--- config.mk ---
export PLATFORM = sky130hd
export DESIGN_NAME = bidir_link_responder
export DESIGN_NICKNAME = d
export VERILOG_FILES = /design/src/rtl/hdlink_pkg.sv /design/src/rtl/hdlink_sync2.sv /design/src/rtl/bidir_link_responder.sv
export SDC_FILE = /design/constraint.sdc
export NUM_CORES = 1
export LEC_CHECK = 0
export ABC_CLOCK_PERIOD_IN_PS = 2370
export CAP_MARGIN = 20
export CORE_ASPECT_RATIO = 1.75
export CORE_MARGIN = 3
export CORE_UTILIZATION = 23
export DETAILED_ROUTE_END_ITERATION = 10
export GPL_TIMING_DRIVEN = 0
export HOLD_SLACK_MARGIN = 0.03
export SLEW_MARGIN = 20
export SYNTH_ARGS = -nofsm -noshare
export SYNTH_HDL_FRONTEND = slang
export SYNTH_SLANG_ARGS = --single-unit
--- constraint.sdc ---
create_clock -name clk -period 2.37 [get_ports clk]
set_clock_uncertainty 0.05 [all_clocks]
set_input_delay 0.474 -clock clk [delete_from_list [all_inputs] [get_ports clk]]
set_output_delay 0.474 -clock clk [all_outputs]
set_load 0.01 [all_outputs]
--- src/rtl/hdlink_pkg.sv ---
// Shared types and constants for the half-duplex single-wire link responder.
package hdlink_pkg;

    typedef enum logic [3:0] {
        IDLE,
        RX_START,
        RX_DATA,
        RX_PAR,
        RX_STOP,
        WAIT_HI,
        TURN,
        TX_START,
        TX_DATA,
        TX_PAR,
        TX_STOP
    } state_t;

    // Level of the released pad (external pull-up).
    localparam logic LINE_IDLE = 1'b1;

endpackage

--- src/rtl/hdlink_sync2.sv ---
// Two-flop synchronizer for the raw pad level; resets to the idle line level
// so that leaving reset never looks like a start-bit falling edge.
module hdlink_sync2
    import hdlink_pkg::*;
(
    input  logic clk,
    input  logic rst,
    input  logic d,
    output logic q
);

    logic meta;

    always_ff @(posedge clk) begin
        if (rst) begin
            meta <= LINE_IDLE;
            q    <= LINE_IDLE;
        end else begin
            meta <= d;
            q    <= meta;
        end
    end

endmodule

--- src/rtl/bidir_link_responder.sv ---
// Responder end of a half-duplex single-wire UART-style link on one tri-state pin.
// Define HDLINK_PARITY_EN to add an even-parity bit after the data bits in both directions.
module bidir_link_responder
    import hdlink_pkg::*;
#(
    parameter int CLKS_PER_BIT = 8,
    parameter int DATA_W       = 8,
    parameter int TURN_CLKS    = 16
) (
    input  logic              clk,
    input  logic              rst,
    input  logic              pin_in,
    output logic              pin_oe,
    output logic              pin_out,
    output logic [DATA_W-1:0] rx_data,
    output logic              rx_valid,
    output logic              frame_err,
    input  logic [DATA_W-1:0] rsp_data,
    input  logic              rsp_valid,
    output logic              rsp_ready,
    output logic              busy
);

    localparam int BAUD_W = $clog2(CLKS_PER_BIT);
    localparam int BIT_W  = $clog2(DATA_W + 1);
    localparam int TURN_W = (TURN_CLKS > 1) ? $clog2(TURN_CLKS) : 1;

    localparam logic [BAUD_W-1:0] BAUD_LAST = BAUD_W'(CLKS_PER_BIT - 1);
    localparam logic [BAUD_W-1:0] BAUD_HALF = BAUD_W'(CLKS_PER_BIT / 2 - 1);
    localparam logic [BIT_W-1:0]  BIT_LAST  = BIT_W'(DATA_W - 1);
    localparam logic [TURN_W-1:0] TURN_LAST = TURN_W'(TURN_CLKS - 1);

    state_t              state;
    state_t              state_next;
    logic                s_in;
    logic                s_prev;
    logic [BAUD_W-1:0]   baud_cnt;
    logic [BIT_W-1:0]    bit_cnt;
    logic [TURN_W-1:0]   turn_cnt;
    logic [DATA_W-1:0]   rx_shift;
    logic [DATA_W-1:0]   tx_shift;
    logic                baud_done;
    logic                half_done;
    logic                bit_last;
    logic                turn_last;
    logic                rx_ok;
    logic                rx_done_ok;
    logic                rx_done_bad;
`ifdef HDLINK_PARITY_EN
    logic                rx_par;
    logic                tx_par;
`endif

    hdlink_sync2 u_sync (
        .clk (clk),
        .rst (rst),
        .d   (pin_in),
        .q   (s_in)
    );

    assign baud_done = (baud_cnt == BAUD_LAST);
    assign half_done = (baud_cnt == BAUD_HALF);
    assign bit_last  = (bit_cnt == BIT_LAST);
    assign turn_last = (turn_cnt == TURN_LAST);

`ifdef HDLINK_PARITY_EN
    assign rx_ok = (s_in == LINE_IDLE) && (rx_par == ^rx_shift);
`else
    assign rx_ok = (s_in == LINE_IDLE);
`endif

    always_ff @(posedge clk) begin
        if (rst) state <= IDLE;
        else     state <= state_next;
    end

    // Response handshake: rsp_data is taken on the cycle where rsp_valid && rsp_ready.
    // rsp_ready is raised only in the last TURN cycle and only when rsp_valid is
    // already high, so it is a one-cycle acceptance pulse rather than a standing offer.
    always_comb begin
        state_next  = state;
        rsp_ready   = 1'b0;
        busy        = (state != IDLE);
        pin_oe      = 1'b0;
        pin_out     = 1'b0;
        rx_done_ok  = 1'b0;
        rx_done_bad = 1'b0;
        case (state)
            IDLE:     if (s_prev && !s_in) state_next = RX_START;
            RX_START: if (half_done) state_next = s_in ? IDLE : RX_DATA;
            RX_DATA: begin
                if (baud_done && bit_last) begin
`ifdef HDLINK_PARITY_EN
                    state_next = RX_PAR;
`else
                    state_next = RX_STOP;
`endif
                end
            end
            RX_PAR:   if (baud_done) state_next = RX_STOP;
            RX_STOP: begin
                if (baud_done) begin
                    if (rx_ok) begin
                        rx_done_ok = 1'b1;
                        state_next = TURN;
                    end else begin
                        rx_done_bad = 1'b1;
                        state_next  = WAIT_HI;
                    end
                end
            end
            WAIT_HI:  if (s_in == LINE_IDLE) state_next = IDLE;
            TURN: begin
                if (turn_last) begin
                    if (rsp_valid) begin
                        rsp_ready  = 1'b1;
                        state_next = TX_START;
                    end else begin
                        state_next = IDLE;
                    end
                end
            end
            TX_START: begin
                pin_oe  = 1'b1;
                pin_out = 1'b0;
                if (baud_done) state_next = TX_DATA;
            end
            TX_DATA: begin
                pin_oe  = 1'b1;
                pin_out = tx_shift[0];
                if (baud_done && bit_last) begin
`ifdef HDLINK_PARITY_EN
                    state_next = TX_PAR;
`else
                    state_next = TX_STOP;
`endif
                end
            end
            TX_PAR: begin
                pin_oe = 1'b1;
`ifdef HDLINK_PARITY_EN
                pin_out = tx_par;
`endif
                if (baud_done) state_next = TX_STOP;
            end
            TX_STOP: begin
                pin_oe  = 1'b1;
                pin_out = LINE_IDLE;
                if (baud_done) state_next = IDLE;
            end
            default:  state_next = IDLE;
        endcase
    end

    // Baud and bit counters restart on every state change so each state
    // measures its own bit time from its first cycle.
    always_ff @(posedge clk) begin
        if (rst) begin
            s_prev    <= LINE_IDLE;
            rx_valid  <= 1'b0;
            frame_err <= 1'b0;
            rx_data   <= '0;
            baud_cnt  <= '0;
            bit_cnt   <= '0;
            turn_cnt  <= '0;
            rx_shift  <= '0;
            tx_shift  <= '0;
`ifdef HDLINK_PARITY_EN
            rx_par    <= 1'b0;
            tx_par    <= 1'b0;
`endif
        end else begin
            s_prev    <= s_in;
            rx_valid  <= rx_done_ok;
            frame_err <= rx_done_bad;
            if (rx_done_ok) rx_data <= rx_shift;

            if ((state_next != state) || baud_done) baud_cnt <= '0;
            else                                    baud_cnt <= baud_cnt + 1'b1;

            if (state_next != state)
                bit_cnt <= '0;
            else if (((state == RX_DATA) || (state == TX_DATA)) && baud_done)
                bit_cnt <= bit_cnt + 1'b1;

            if (state == TURN) turn_cnt <= turn_cnt + 1'b1;
            else               turn_cnt <= '0;

            if ((state == RX_DATA) && baud_done)
                rx_shift <= {s_in, rx_shift[DATA_W-1:1]};
`ifdef HDLINK_PARITY_EN
            if ((state == RX_PAR) && baud_done) rx_par <= s_in;
`endif

            if (rsp_ready) begin
                tx_shift <= rsp_data;
`ifdef HDLINK_PARITY_EN
                tx_par   <= ^rsp_data;
`endif
            end else if ((state == TX_DATA) && baud_done) begin
                tx_shift <= tx_shift >> 1;
            end
        end
    end

endmodule

* Word-level counts from Yosys, hierarchy flattened *
Cells that the tools add are included.

word-level totals
  bits in registers = 44
  output and inout bits = 14
  word-level logic and storage cells = 75

cells by class
  add/subtract/negate cells = 3
  eq/ne operators = 15
  muxes and demuxes = 26
  bitwise logic cells = 3
  reductions and logical operators = 16

operators by type and width
  operator                                                          count
  4-bit 2-to-1 mux                                                  11
  4-bit case mux with 11 select lines                               1
  4-bit by 3-bit == test with 1-bit output (second input constant)  5
  4-bit == test (second input constant)                             4
  8-bit 2-to-1 mux                                                  2
  4-bit by 1-bit adder with 4-bit output (second input constant)    2
  4-bit by 2-bit == test with 1-bit output (second input constant)  2
  1-bit 2-to-1 mux                                                  8
  2-bit OR reduction                                                3
  1-bit logical AND                                                 5
  4-bit by 1-bit == test with 1-bit output (second input constant)  1
  4-bit logical NOT                                                 1
  2-bit 2-to-1 mux                                                  2
  4-bit != test                                                     1
  4-bit nonzero test                                                1
  4-bit OR reduction                                                1
  3-bit by 1-bit adder with 3-bit output (second input constant)    1
  3-bit by 2-bit == test with 1-bit output (second input constant)  1
  3-bit == test (second input constant)                             1
  3-bit 2-to-1 mux                                                  1
  1-bit NOT                                                         3
  3-bit OR reduction                                                1
  1-bit logical OR                                                  2
  1-bit case mux with 2 select lines                                1
  2 further kinds                                                   2

* Logic depth before layout (Yosys ltp) *
Gate-level depths: netlist of run 1.

  depth after elaboration = 7
  mapped depth = 9

* By module *
Synthesis of run 1 repeated with hierarchy kept, for this count alone.

second synthesis, totals
  cells, all modules = 224
  area, all modules = 2114.5 um^2

modules (own cells, without submodules)
  module                instances  cells an instance  area each (um^2)  seq. area each (um^2)
  bidir_link_responder  1          220                2062.0            840.8
  hdlink_sync2          1          4                  52.6              40.0

* Worst setup path after synthesis of run 1 *
OpenSTA, ideal clock, no wires.

  path kind = reg-to-reg
  from = reg state[0]
  to = reg baud_cnt[0]
  library setup time = 0.088 ns
  arrival = 2.131 ns
  setup slack = 0.101 ns
  cell stages (with the launch flop) = 9
  path buffers = 2
  path through = dfxtp_1 -> buf_4 -> nor4b_2 -> a22oi_1 -> o211a_1 -> xnor2_1 -> or3_1 -> buf_6 -> nor4_2

between the ends
  word-level cells in the longest chain between the ends = 5
  elaborated cells between the ends (all ways) = 26
  classes of those cells = eq/ne: 11; mux: 12; reduce/logical: 3

RTL lines
  element                                      RTL line                     text
  start, declared                              bidir_link_responder.sv:33   state_t state;
  start signal, assigned                       bidir_link_responder.sv:74   else state <= state_next;
  4-bit == test, or another cell as far along  bidir_link_responder.sv:88   case (state)
  4-bit case mux with 11 select lines          bidir_link_responder.sv:88
  4-bit != test *                              bidir_link_responder.sv:178  if ((state_next != state) || baud_done) baud_cnt <= '0;
  1-bit logical OR *                           bidir_link_responder.sv:178
  2-bit OR reduction (no source line) *        n/a
  end signal, assigned                         bidir_link_responder.sv:179  else baud_cnt <= baud_cnt + 1'b1;
  end, declared                                bidir_link_responder.sv:37   logic [BAUD_W-1:0] baud_cnt;

Every way passes the cells marked *; elsewhere a longest branch is shown, timed or not.
A chain may end at the register's enable or synchronous reset.

* Worst setup path in the final report of run 1 *
  from = reg state[0]
  to = out rsp_ready

between the ends
  word-level cells in the longest chain between the ends = 2

RTL lines
  element                                   RTL line                    text
  4-bit by 3-bit == test with 1-bit output  bidir_link_responder.sv:88
  1-bit 2-to-1 mux                          bidir_link_responder.sv:88
  end, declared                             bidir_link_responder.sv:20  output logic rsp_ready,

Every way passes these cells.

==> results.cfg, run 1 <==
[cells_and_area]
num-fill-cells = 902
final_layout_size_suffix_gt1_frac = 0.176
antenna_cells = 0
nets = 278
area_growth_pct = 31.2

[global_routing]
overflow = 0
grt_max_degree = 13
grt_pass1_wl_um = 7960
antenna_found_initial = 0
grt_pass1_vias = 1665
track_usage = 0.0983

[clocking]
cts_buffers = 5
cts.htree.levels = 2
clk_latency_ns = 0.28
cts.sinks = 44
cts_tree = done
postCtsHoldBufs = 0
clk_pin_slew_ns = 0.06
max-clock-path-buffers = 2
root_buffer = clkbuf_16

[yosys]
syn_inst = 227
synth_edf_count = 0
seq_area_frac_synth = 0.427
ys.flop_type = dfxtp_1
syn_nets = 245
synthesis.area_um2 = 2060
ys_ff_latch = 44
yosys_warnings = 0
netlist-cell-type-count = 45
ys_async_sr_fraction = 0
syn_avg_cell_area_um2 = 9.09

[timing]
hold_viol = 0
period_needed_ns = 2.31
slew_violations = 0
rsz0062_at_grt = yes
finalCritPeriodShare = 0.973
final-setup-viol-count = 0
tightestPinTransition_ns = 0.523
fmax_mhz = 434
slew_headroom = 0.651
layout_setup_ws_ns = 0.0641

[detailed_routing]
ant_nets = 0
drt_iter0_markers = 34
post-route-drc-count = 0
via_count = 1709
post_drt_wl_per_cell_um = 12.6
firstDrtPassIters = 5
wl_um = 4750
via_per_inst = 4.52

[status]
status = complete, no violations

[die]
core.rowCount = 45
die_y_um = 131
ios = 26
die_x_um = 77.6
start_util = 0.237
dieArea_um2 = 10200
core_um2 = 8730

[power_and_ir_drop]
total_power_mw = 1.53
p_sw_frac = 0.207
leakagePower_nw = 0.996
switchingPower_mw = 0.316
pwr-share-seq = 0.495
p_int_mw = 1.21
clockPowerShare = 0.448
ir_worst_vdd_v = 0.000498
p_per_area_nw_per_um2 = 563
comb_power_share = 0.057

[placement]
pre_cts_slack_ns = -0.571
place.gp.congestion = 0.824
dp_hpwl_um = 3530
port_buffers = 24

[critical_path]
endpoint_kind = output port
cp_cell_sequence = buf_4, and4bb_2, and3_4, clkbuf_4, dlygate4sd2_1
crit_family = buffers and inverters
required_ns = 1.85
cp.arrival_ns = 1.78
cp-start-kind = register
slowest_delay_ns = 0.33
crit_slowest_cell = and4bb_2
critPathMaxFanout = 10
path_class = register to output port
critPathBufInv = 3

[flow_run]
max_cap_violations = 0

[hold_path]
hp-class = register to register
-- final timing paths --
kind               start           to  slack, ns  cells past startpoint
max             state[0]    rsp_ready       0.06                      5
min          u_sync.meta     u_sync.q       0.37                      1
max reg2reg  baud_cnt[0]  baud_cnt[0]       0.06                      9
min reg2reg  u_sync.meta     u_sync.q       0.37                      1
-- timing repair --
| action | in CTS | in global routing |
|---|---|---|
| setup endpoints to repair | 10 | 10 |
| pin swaps | 1 | 4 |
| gates resized for setup | 14 | 11 |
| setup buffers | 1 | 2 |
-- power by group through the flow --
stage          Sequential, mW  Clock (mW)  Combinational (mW)
3_3_place_gp            0.769           0              0.0761
6_report                0.756       0.684              0.0866
4_1_cts                 0.753       0.708              0.0789
5_1_grt                 0.756       0.727              0.0953
3_5_place_dp            0.769           0              0.0774
2_1_floorplan           0.768           0              0.0449
-- synth_stat cells, types with 2 or more instances --
| library cell | number | area, µm² |
|---|---|---|
| clkbuf_1 | 8 | 30.0 |
| or2_2 | 3 | 18.8 |
| o21ai_0 | 3 | 15.0 |
| nand3_1 | 11 | 55.1 |
| ha_1 | 6 | 75.1 |
| a22oi_1 | 6 | 45.0 |
| xnor2_1 | 5 | 43.8 |
| nor4_2 | 2 | 25.0 |
| dfxtp_1 | 44 | 881 |
| mux2i_1 | 12 | 120 |
| nand4_1 | 3 | 18.8 |
| nor4b_2 | 2 | 30.0 |
| nand2b_1 | 2 | 12.5 |
| or3_1 | 2 | 12.5 |
| xor2_1 | 3 | 26.3 |
| buf_6 | 4 | 45.0 |
| and3_1 | 4 | 25.0 |
| nor3_1 | 5 | 25.0 |
| buf_2 | 3 | 15.0 |
| inv_1 | 4 | 15.0 |
| nor3b_1 | 4 | 30.0 |
| buf_4 | 2 | 15.0 |
| nor2_1 | 24 | 90.1 |
| mux2_2 | 2 | 22.5 |
| a21oi_1 | 22 | 110 |
| o21ai_2 | 2 | 17.5 |
| nand2_1 | 21 | 78.8 |
-- logic make-up after synthesis --
| family | share of synthesized area |
|---|---|
| AO/OA/AOI/OAI | 0.119 |
| XOR/XNOR | 0.0339 |
| adder cells (fa/ha/maj) | 0.0364 |
| buffers and inverters | 0.0600 |
| flip-flops | 0.427 |
| multiplexers | 0.0691 |
| AND/OR/NAND/NOR | 0.255 |
-- routing by layer --
metal | wire [µm] | global-route usage | up-vias
met1 | 1850 | 0.103 | 817
met4 | 117 | 0.0505 | 0
met5 | 0 | 0 | -
met2 | 2660 | 0.180 | 32
met3 | 121 | 0.0192 | 6
li1 | - | - | 854
-- final cells by class --
class | instances | area, µm² | area share
flip-flops and latches | 44 | 883 | 0.326
well taps | 117 | 146 | 0.0540
multi-input cells | 161 | 1140 | 0.423
plain buffers | 17 | 113 | 0.0416
clock buffers | 8 | 146 | 0.0540
repair buffers | 27 | 260 | 0.0961
inverters | 4 | 15.0 | 0.00554
-- placed cells by master, fill, tap and decap left out, types with 2 or more instances in the layout --
cell             synthesis  layout
dfxtp_1                 44      42
nor2_1                  24      24
clkdlybuf4s50_1          0      22
nand2_1                 21      21
a21oi_1                 22      21
mux2i_1                 12      12
nand3_1                 11      11
clkbuf_1                 8       8
buf_4                    2       6
a22oi_1                  6       6
xnor2_1                  5       5
nor3_1                   5       5
clkbuf_16                0       5
buf_6                    4       4
inv_1                    4       4
nor3b_1                  4       4
o21ai_0                  3       3
and3_1                   4       3
nand4_1                  3       3
xor2_1                   3       3
or2_2                    3       3
ha_1                     6       3
buf_2                    3       2
nor2b_4                  1       2
mux2_2                   2       2
or3_1                    2       2
nand2b_1                 2       2
nor4_4                   1       2
ha_4                     0       2
dfxtp_2                  0       2
dlygate4sd2_1            0       2
-- metrics by stage --
stage | hold WS [ns] | setup TNS (ns) | instances | utilization | instance area, µm²
2_1_floorplan | 0.339 | 0 | 227 | - | 2060
3_3_place_gp | 0.365 | -1.73 | 368 | 0.281 | 2450
4_1_cts | 0.383 | 0 | 376 | 0.302 | 2640
5_1_grt | 0.390 | -0.0902 | 378 | 0.310 | 2710
3_5_place_dp | 0.370 | -1.98 | 368 | 0.281 | 2450
6_report | 0.370 | 0 | 378 | 0.310 | 2710
-- flip-flops by register name, indices dropped and copies added, names as in the netlist --
signal and cells:
rx_valid 1, rx_shift 8, s_prev 1, tx_shift 8
u_sync.q 1, turn_cnt 4, bit_cnt 4, state 4
frame_err 1, baud_cnt 3, u_sync.meta 1, rx_data 8
No activity file was read; power rests on OpenSTA's default activity.
==> run 2: changes to the inputs <==
--- a/config.mk
+++ b/config.mk
@@ -5,10 +5,9 @@
 export SDC_FILE = /design/constraint.sdc
 export NUM_CORES = 1
 export LEC_CHECK = 0
-export ABC_CLOCK_PERIOD_IN_PS = 2370
+export ABC_CLOCK_PERIOD_IN_PS = 2900
 export CAP_MARGIN = 20
 export CORE_ASPECT_RATIO = 1.75
-export CORE_MARGIN = 3
 export CORE_UTILIZATION = 23
 export DETAILED_ROUTE_END_ITERATION = 10
 export GPL_TIMING_DRIVEN = 0
==> constraint.sdc (replaced) <==
create_clock -name clk -period 2.9 [get_ports clk]
set_clock_uncertainty 0.05 [all_clocks]
set_input_delay 0.58 -clock clk [delete_from_list [all_inputs] [get_ports clk]]
set_output_delay 0.58 -clock clk [all_outputs]
set_load 0.01 [all_outputs]
==> run 2 against run 1 <==
Against the previous run: sequential cell count did not move; wire length down 1.2%; die area is 8.0% lower; clock power decreased by 6.4%; combinational power decreased by 27%; register-to-register slack improved by 0.26 ns; non-clock buffer count decreased by 3; clock-buffer cell count is 2 lower; sequential power fell by 19%; setup slack gained 0.053 ns; first-iteration DRC count decreased by 29%; largest cell class unchanged.
==> results.cfg, run 2 (synthesis gave the netlist of run 1 again) <==
[global_routing]
antenna_found_initial = 0
track_usage = 0.112
grt_max_degree = 14
grt_pass1_vias = 1716
overflow = 0
grt_pass1_wl_um = 7980

[timing]
rsz0062_at_grt = no
tns_ns = 0
final-setup-viol-count = 0
layout_setup_ws_ns = 0.117
period_needed_ns = 2.78
finalCritPeriodShare = 0.960
hold_viol = 0
tightestPinTransition_ns = 0.853
slew_headroom = 0.430
slew_violations = 0
fmax_mhz = 359

[detailed_routing]
post_drt_wl_per_cell_um = 12.5
drt_iter0_markers = 24
via_per_inst = 4.50
firstDrtPassIters = 4
ant_nets = 0
post-route-drc-count = 0
wl_um = 4700
via_count = 1686

[critical_path]
critPathBufInv = 3
critPathMaxFanout = 10
endpoint_kind = output port
cp_cell_sequence = buf_4, and4bb_1, and3_1, clkbuf_8, clkdlybuf4s50_1
crit_family = buffers and inverters
cp-start-kind = register
slowest_delay_ns = 0.54
crit_slowest_cell = clkdlybuf4s50_1
cp.arrival_ns = 2.15
path_class = register to output port
required_ns = 2.27

[placement]
place.gp.congestion = 0.882
pre_cts_slack_ns = -0.208
dp_hpwl_um = 3570
port_buffers = 24

[cells_and_area]
final_layout_size_suffix_gt1_frac = 0.124
reg_top3 = rx_data: 8 flops, rx_shift: 8 flops, tx_shift: 8 flops
utilization = 0.302
mostFrequentLayoutCell = dfxtp_1
area_growth_pct = 27.0
antenna_cells = 0
num-fill-cells = 935
layout_common_cells = dfxtp_1, nor2_1, clkdlybuf4s50_1
nets = 275

[die]
die_x_um = 73.6
core.rowCount = 45
die_y_um = 127
ios = 26
core_um2 = 8670
start_util = 0.238
dieArea_um2 = 9370

[clocking]
max-clock-path-buffers = 2
clk_latency_ns = 0.29
cts_buffers = 5
cts_tree = done
cts.sinks = 44
root_buffer = clkbuf_16
cts.htree.levels = 2
clk_pin_slew_ns = 0.06
postCtsHoldBufs = 0

[power_and_ir_drop]
ir_worst_vdd_v = 0.000329
leakagePower_nw = 0.985
total_power_mw = 1.32
p_per_area_nw_per_um2 = 503

[status]
status = complete, no violations

[hold_path]
hp-class = register to register

[flow_run]
max_cap_violations = 0
[run 2: stage by stage]
stage / instances / instance area [µm²] / hold WS, ns
final: 375 / 2620 / 0.374
after global routing: 375 / 2620 / 0.404
after CTS: 375 / 2620 / 0.383
after detailed placement: 368 / 2450 / 0.366
after global placement: 368 / 2450 / 0.365
after floorplan: 227 / 2060 / 0.339
[run 2: path summary, 6_finish.rpt]
path	end	cells past startpoint	from	slack, ns
max reg2reg	baud_cnt[0]	8	state[0]	0.32
min reg2reg	u_sync.q	1	u_sync.meta	0.37
min	u_sync.q	1	u_sync.meta	0.37
max	rsp_ready	5	state[0]	0.12
[run 2: layout make-up]
type	instances	area [µm²]	area share
buffer	17	115	0.0439
clock buffer	6	129	0.0492
clock inverter	2	35.0	0.0134
inverter	4	15.0	0.00573
multi-input combinational	161	1060	0.404
sequential	44	881	0.336
tap	117	146	0.0558
timing repair buffer	24	240	0.0916
[run 2: timing repair]
item | in CTS | in global routing
endpoints found under the hold margin | 0 | 0
setup buffers | 0 | 0
gates resized for setup | 3 | 0
setup endpoints to repair | 1 | 0
[run 2: routing by layer]
metal	wire (µm)	global-route usage
met3	99	0.0181
met2	2470	0.194
met4	201	0.0735
met1	1930	0.121
met5	0	0
[run 2: where the power goes]
group          leakage, nW  switching [mW]  internal (mW)
clock               0.0808           0.235          0.405
combinational        0.549          0.0332         0.0297
sequential           0.355         0.00423          0.611
